==> src/rtl/seg_display_scanner_if.sv <==
// Result-path bundle between the ALU result register and the display scanner.
// The master side presents a value on a load strobe; the slave side drives the display pins.
interface seg_display_scanner_if #(
   parameter int NUM_DIGITS = 4,
   parameter int IN_WIDTH   = 20
);
   logic                  load;
   logic [IN_WIDTH-1:0]   value;
   logic                  neg;
   logic                  busy;
   logic                  overflow;
   logic [6:0]            seg;
   logic [NUM_DIGITS-1:0] an;

   modport master (
      output load, value, neg,
      input  busy, overflow, seg, an
   );

   modport slave (
      input  load, value, neg,
      output busy, overflow, seg, an
   );
endinterface

==> src/rtl/seg_display_scanner.sv <==
// Multiplexed seven-segment driver: sequential double-dabble conversion, blanking,
// minus-sign and overflow handling, and a free-running digit scanner.
module seg_display_scanner #(
   parameter int NUM_DIGITS  = 4,
   parameter int IN_WIDTH    = 20,
   parameter int REFRESH_DIV = 100000,
   parameter bit ACTIVE_LOW  = 1'b1
) (
   input logic                  clk,
   input logic                  reset,
   seg_display_scanner_if.slave bus
);
   localparam int BCD_W  = 4*NUM_DIGITS + 4;
   localparam int STEP_W = $clog2(IN_WIDTH + 1);
   localparam int REF_W  = $clog2(REFRESH_DIV);
   localparam int IDX_W  = $clog2(NUM_DIGITS);

   localparam logic [STEP_W-1:0] LAST_STEP = STEP_W'(IN_WIDTH - 1);
   localparam logic [REF_W-1:0]  REF_LAST  = REF_W'(REFRESH_DIV - 1);
   localparam logic [IDX_W-1:0]  IDX_LAST  = IDX_W'(NUM_DIGITS - 1);

   localparam logic [3:0] SYM_DASH  = 4'd10;
   localparam logic [3:0] SYM_BLANK = 4'd11;

   typedef enum logic [1:0] {S_IDLE, S_CONVERT, S_COMMIT} state_t;

   state_t              state_q, state_d;
   logic [IN_WIDTH-1:0] shift_q;
   logic [BCD_W-1:0]    bcd_q, bcd_adj;
   logic                carry_q;
   logic                neg_q;
   logic [STEP_W-1:0]   step_q;
   logic                overflow_q;
   logic [3:0]          sym_q    [NUM_DIGITS];
   logic [3:0]          sym_next [NUM_DIGITS];
   logic [NUM_DIGITS:0] nz;
   logic [NUM_DIGITS-1:0] shown;
   logic                seen;
   logic                ovf_next;
   logic [REF_W-1:0]    refresh_q;
   logic [IDX_W-1:0]    idx_q;
   logic [6:0]          seg_raw;
   logic [NUM_DIGITS-1:0] an_raw;

   function automatic logic [6:0] seg_of(input logic [3:0] sym);
      case (sym)
         4'd0:    seg_of = 7'h3F;
         4'd1:    seg_of = 7'h06;
         4'd2:    seg_of = 7'h5B;
         4'd3:    seg_of = 7'h4F;
         4'd4:    seg_of = 7'h66;
         4'd5:    seg_of = 7'h6D;
         4'd6:    seg_of = 7'h7D;
         4'd7:    seg_of = 7'h07;
         4'd8:    seg_of = 7'h7F;
         4'd9:    seg_of = 7'h6F;
         4'd10:   seg_of = 7'h40;
         default: seg_of = 7'h00;
      endcase
   endfunction

   // NOTE: the state register uses non-blocking assignments; all decode lives in always_comb with defaults first so no latch is inferred.
   always_ff @(posedge clk) begin
      if (reset) state_q <= S_IDLE;
      else       state_q <= state_d;
   end

   always_comb begin
      state_d = state_q;
      unique case (state_q)
         S_IDLE:    if (bus.load) state_d = S_CONVERT;
         S_CONVERT: if (step_q == LAST_STEP) state_d = S_COMMIT;
         S_COMMIT:  state_d = S_IDLE;
         default:   state_d = S_IDLE;
      endcase
   end

   always_comb begin
      bcd_adj = bcd_q;
      for (int i = 0; i <= NUM_DIGITS; i++) begin
         if (bcd_q[4*i +: 4] >= 4'd5) bcd_adj[4*i +: 4] = bcd_q[4*i +: 4] + 4'd3;
      end
   end

   // carry_q catches digits pushed beyond the top nibble, so huge values still flag overflow.
   always_comb begin
      for (int i = 0; i <= NUM_DIGITS; i++) nz[i] = |bcd_q[4*i +: 4];
      ovf_next = carry_q | nz[NUM_DIGITS] | (neg_q & nz[NUM_DIGITS-1]);
      seen = 1'b0;
      for (int i = NUM_DIGITS-1; i >= 0; i--) begin
         seen     = seen | nz[i] | (i == 0);
         shown[i] = seen;
      end
      for (int i = 0; i < NUM_DIGITS; i++) begin
         if (ovf_next)      sym_next[i] = SYM_DASH;
         else if (shown[i]) sym_next[i] = bcd_q[4*i +: 4];
         else               sym_next[i] = SYM_BLANK;
      end
      for (int i = 1; i < NUM_DIGITS; i++) begin
         if (!ovf_next && neg_q && !shown[i] && shown[i-1]) sym_next[i] = SYM_DASH;
      end
   end

   // NOTE: the digit registers are reset explicitly because a blank display after reset is required behaviour.
   always_ff @(posedge clk) begin
      if (reset) begin
         shift_q    <= '0;
         bcd_q      <= '0;
         carry_q    <= 1'b0;
         neg_q      <= 1'b0;
         step_q     <= '0;
         overflow_q <= 1'b0;
         for (int i = 0; i < NUM_DIGITS; i++) sym_q[i] <= SYM_BLANK;
      end else begin
         unique case (state_q)
            S_IDLE: begin
               if (bus.load) begin
                  shift_q <= bus.value;
                  neg_q   <= bus.neg;
                  bcd_q   <= '0;
                  carry_q <= 1'b0;
                  step_q  <= '0;
               end
            end
            S_CONVERT: begin
               bcd_q   <= {bcd_adj[BCD_W-2:0], shift_q[IN_WIDTH-1]};
               shift_q <= {shift_q[IN_WIDTH-2:0], 1'b0};
               carry_q <= carry_q | bcd_adj[BCD_W-1];
               step_q  <= step_q + STEP_W'(1);
            end
            S_COMMIT: begin
               overflow_q <= ovf_next;
               sym_q      <= sym_next;
            end
            default: ;
         endcase
      end
   end

   always_ff @(posedge clk) begin
      if (reset) begin
         refresh_q <= '0;
         idx_q     <= '0;
      end else if (refresh_q == REF_LAST) begin
         refresh_q <= '0;
         idx_q     <= (idx_q == IDX_LAST) ? '0 : idx_q + IDX_W'(1);
      end else begin
         refresh_q <= refresh_q + REF_W'(1);
      end
   end

   always_comb begin
      seg_raw = seg_of(sym_q[idx_q]);
      an_raw  = NUM_DIGITS'(1) << idx_q;
   end

   assign bus.busy     = (state_q != S_IDLE);
   assign bus.overflow = overflow_q;
   assign bus.seg      = ACTIVE_LOW ? ~seg_raw : seg_raw;
   assign bus.an       = ACTIVE_LOW ? ~an_raw  : an_raw;
endmodule
==> src/flat_wrapper.sv <==
// flat-port wrapper written by rule: the top's interface ports become plain ports
module seg_display_scanner_flat 
#(
   parameter int NUM_DIGITS  = 4,
   parameter int IN_WIDTH    = 20,
   parameter int REFRESH_DIV = 100000,
   parameter bit ACTIVE_LOW  = 1'b1
)
  (clk, reset, bus_load, bus_value, bus_neg, bus_busy, bus_overflow, bus_seg, bus_an);
  seg_display_scanner_if #(.NUM_DIGITS(NUM_DIGITS), .IN_WIDTH(IN_WIDTH)) bus_i ();
  input logic clk;
  input logic reset;
  input wire logic [$bits(bus_i.load)-1:0] bus_load;
  input wire logic [$bits(bus_i.value)-1:0] bus_value;
  input wire logic [$bits(bus_i.neg)-1:0] bus_neg;
  output wire logic [$bits(bus_i.busy)-1:0] bus_busy;
  output wire logic [$bits(bus_i.overflow)-1:0] bus_overflow;
  output wire logic [$bits(bus_i.seg)-1:0] bus_seg;
  output wire logic [$bits(bus_i.an)-1:0] bus_an;
  assign bus_i.load = bus_load;
  assign bus_i.value = bus_value;
  assign bus_i.neg = bus_neg;
  assign bus_busy = bus_i.busy;
  assign bus_overflow = bus_i.overflow;
  assign bus_seg = bus_i.seg;
  assign bus_an = bus_i.an;
  seg_display_scanner #(.NUM_DIGITS(NUM_DIGITS), .IN_WIDTH(IN_WIDTH), .REFRESH_DIV(REFRESH_DIV), .ACTIVE_LOW(ACTIVE_LOW)) u_core (.clk(clk), .reset(reset), .bus(bus_i));
endmodule
==> config.mk <==
export PLATFORM = sky130hd
export DESIGN_NAME = seg_display_scanner_flat
export DESIGN_NICKNAME = d
export VERILOG_FILES = /design/src/rtl/seg_display_scanner_if.sv /design/src/rtl/seg_display_scanner.sv /design/src/flat_wrapper.sv
export SDC_FILE = /design/constraint.sdc
export NUM_CORES = 1
export LEC_CHECK = 0
export BUFFER_PORTS_ARGS = -buffer_cell sky130_fd_sc_hd__buf_4
export CORE_MARGIN = 2
export CORE_UTILIZATION = 30
export CTS_CLUSTER_DIAMETER = 80
export CTS_CLUSTER_SIZE = 28
export DETAILED_ROUTE_END_ITERATION = 8
export GPL_ROUTABILITY_DRIVEN = 0
export HOLD_SLACK_MARGIN = 0.08
export PLACE_DENSITY = 0.48
export SYNTH_ARGS = -nofsm -noshare
export SYNTH_HDL_FRONTEND = slang
export SYNTH_SLANG_ARGS = --single-unit
==> constraint.sdc <==
create_clock -name clk -period 2.3 [get_ports clk]
set_clock_uncertainty 0.1 [all_clocks]
set_input_delay 0.345 -clock clk [delete_from_list [all_inputs] [get_ports clk]]
set_output_delay 0.345 -clock clk [all_outputs]
set_load 0.02 [all_outputs]
==> out/metrics.csv <==
metric,value,unit
status,"finished, violations left",
violations,setup timing,
dp_hpwl,6740,µm
grt_max_degree,35,
utilization,37.7,%
portBuffers,36,
grt_overflow_total,0,
dp_cells,666,
worst_pin_slew,0.691,ns
worst_slack,-0.0650,ns
netlist_area,4160,µm²
clock_latency,0.34,ns
min-delay-start,bus_value[17],
drive_gt1_share,21.8,%
fillCellCount,1364,
fin_crit_sh,103,%
met3_usage,4.07,%
crit_path_end_kind,output pin,
muxShareOfSynthArea,5.65,%
worstSetupStartpointType,flip-flop,
syn_inst,458,
yosys.area_share.simple,17.8,%
clockRootBuffer,clkbuf_16,
yosys_register_bits,85,
syn_area_per_cell,9.09,µm²
rr_endpoint,u_core.sym_q[4],
synth_xor_xnor_area_share,5.26,%
coreArea,13700,µm²
relSlewSlack,53.7,%
cts_tree,yes,
reg2reg_slack,0.26,ns
p_per_area,606,nW/µm²
synth_top_family_by_area,simple AND/OR/NAND/NOR gates,
grt_pass1_wl,16300,µm
num_vias,3473,
hold_depth,3,
maxCapViolCount,0,
final_nets,553,
drt-vias-per-instance,5.03,
whs,0.105,ns
critical_path.max_fanout,8,
io_pins,37,
ys_top_cells_by_count,"dfxtp_1 (85), nor2_1 (39), inv_1 (38), a21oi_1 (30), nand2_1 (28)",
worstPathArrival,1.92,ns
instances_no_fill,690,
report.final.slew_viol_count,0,
h-tree-depth,3,
synth_top_area_share,40.9,%
hold_class,in -> reg,
ant_nets,0,
synthDistinctLibCells,55,
synth-adder-area-share,7.21,%
grtUsageMet1,18.7,%
cts-buffers-inserted,9,
synth.most_common_cell,dfxtp_1,
reg2reg_from,u_core.bcd_q[13],
grt_pass1_vias,3244,
start_util,30.4,%
grtUsageMet2,21.2,%
grt.busiest_layer,met2,
synth_edf_count,0,
asyncSetResetFlopFracSynth,0,%
firstDrtPassIters,7,
ir_drop,0.350,mV
cts_sinks,85,
p_leak,2.05,nW
critical_path_required,1.86,ns
final_hold_viol_count,0,
wl_per_cell,14.2,µm
drt-initial-drc-count,197,
yosysTopAreaCell,dfxtp_1,
cts_hold_buf,0,
die_area,14800,µm²
yosys_warnings,0,
min_to,u_core.shift_q[17],
finalSetupViolations,6,
critical_path_class,reg -> out,
rows,43,
finalCriticalPeriod,2.36,ns
rsz0062_at_grt,yes,
syn_to_final_growth,24.1,%
synth_compound_gate_area_share,17.5,%
reg2reg_depth,6,
clk_pin_slew,0.06,ns
cts_max_path_buffers,2,
synth.area.top_cells,"dfxtp_1 (41%), ha_1 (7.2%), a222oi_1 (4.1%), xnor2_1 (4.0%), a21oi_1 (3.6%)",
n_antenna_cell,0,
synth-main-ff-cell,dfxtp_1,
drc,0,
seq_area_frac_synth,40.9,%
fmax,0.423,GHz
chipWidth,122,µm
grt_usage,13.8,%
syn_nets,506,
finalPower,3.13,mW
die_h,122,µm
grt_antenna_before_repair,0,
wl,9790,µm
==> report_power, final <==
part	switching, mW	internal [mW]
registers	0.0266	1.51
clock network	0.572	0.823
logic	0.115	0.0842
==> layer usage <==
layer | vias to the layer above | wire length [µm]
met5 | - | 0
met4 | 0 | 129
met3 | 11 | 405
met2 | 52 | 4440
met1 | 1665 | 4820
li1 | 1745 | -
==> worst max-delay path by stage <==
| stage | startpoint | depth (start not counted) | endpoint | slack (ns) |
|---|---|---|---|---|
| 6_report | u_core.idx_q[0] | 5 | bus_seg[4] | -0.06 |
| 4_1_cts | u_core.idx_q[0] | 5 | bus_seg[4] | -0.06 |
| 2_1_floorplan | u_core.idx_q[0] | 6 | bus_seg[4] | 0.08 |
| 3_5_place_dp | u_core.idx_q[0] | 6 | bus_seg[3] | 0.09 |
| 3_3_place_gp | u_core.idx_q[0] | 6 | bus_seg[3] | 0.14 |
| 5_1_grt | u_core.idx_q[0] | 5 | bus_seg[4] | -0.13 |
==> state kept, by name (all words and copies together) (netlist names) <==
| name | flops |
|---|---|
| u_core.refresh_q | 17 |
| u_core.sym_q | 16 |
| u_core.neg_q | 1 |
| u_core.shift_q | 20 |
| u_core.bus.overflow | 1 |
| u_core.carry_q | 1 |
| u_core.bcd_q | 20 |
| u_core.step_q | 5 |
| u_core.idx_q | 2 |
| u_core.state_q | 2 |
==> metrics by stage <==
| step | setup TNS [ns] | instance area [µm²] | worst slack, ns |
|---|---|---|---|
| after global routing | -0.693 | 5170 | -0.128 |
| after detailed placement | 0 | 4680 | 0.0866 |
| after global placement | 0 | 4680 | 0.139 |
| after CTS | -0.287 | 5130 | -0.0577 |
| after floorplan | 0 | 4160 | 0.0761 |
| final | -0.218 | 5170 | -0.0650 |
==> what timing repair did <==
item	in CTS	in global routing
pin swaps	6	5
setup endpoints to repair	7	7
gates resized for setup	24	9
setup buffers	8	0
hold endpoints to repair	0	0
==> area by class of cell <==
cell class	instances	area, µm²	area share (%)
clock buffer	14	274	5.30
inverter	38	143	2.76
multi-input combinational	312	2330	45.1
tap	180	225	4.36
clock inverter	2	16.3	0.315
timing repair buffer	59	473	9.15
sequential	85	1710	33.0
==> cell usage in the layout, fill, tap and decap left out, types with 4 or more instances in the layout <==
master     instances
mux2i_1           10
a22oi_1            4
a222oi_1          17
nor3_1            10
nand2b_1           7
dfxtp_1           83
nand3_1           13
nor4_1             5
ha_1              20
or3_1              8
o32ai_1            4
nand4_1            6
clkbuf_16          9
xnor2_1           19
nand2_1           26
nor2_1            37
buf_4             51
inv_1             35
xor2_1             6
buf_6              8
a22o_1            12
o21ai_0           16
mux4_2             5
a21oi_1           29
==> logic make-up after synthesis <==
family	count (synthesis)
and+or+nand+nor	143
buffers and inverters	61
muxes	17
adders and majority gates	24
DFF	85
AOI/OAI and AO/OA	103
xor gates and xnor gates	25
==> critical path, stage by stage, from the launching register on <==
cell	delay (ns)
dfxtp_4	0.37
buf_4	0.11
mux4_2	0.61
a21oi_1	0.24
a32oi_2	0.08
buf_4	0.17
Note: power is estimated with default switching activity, not from simulation.
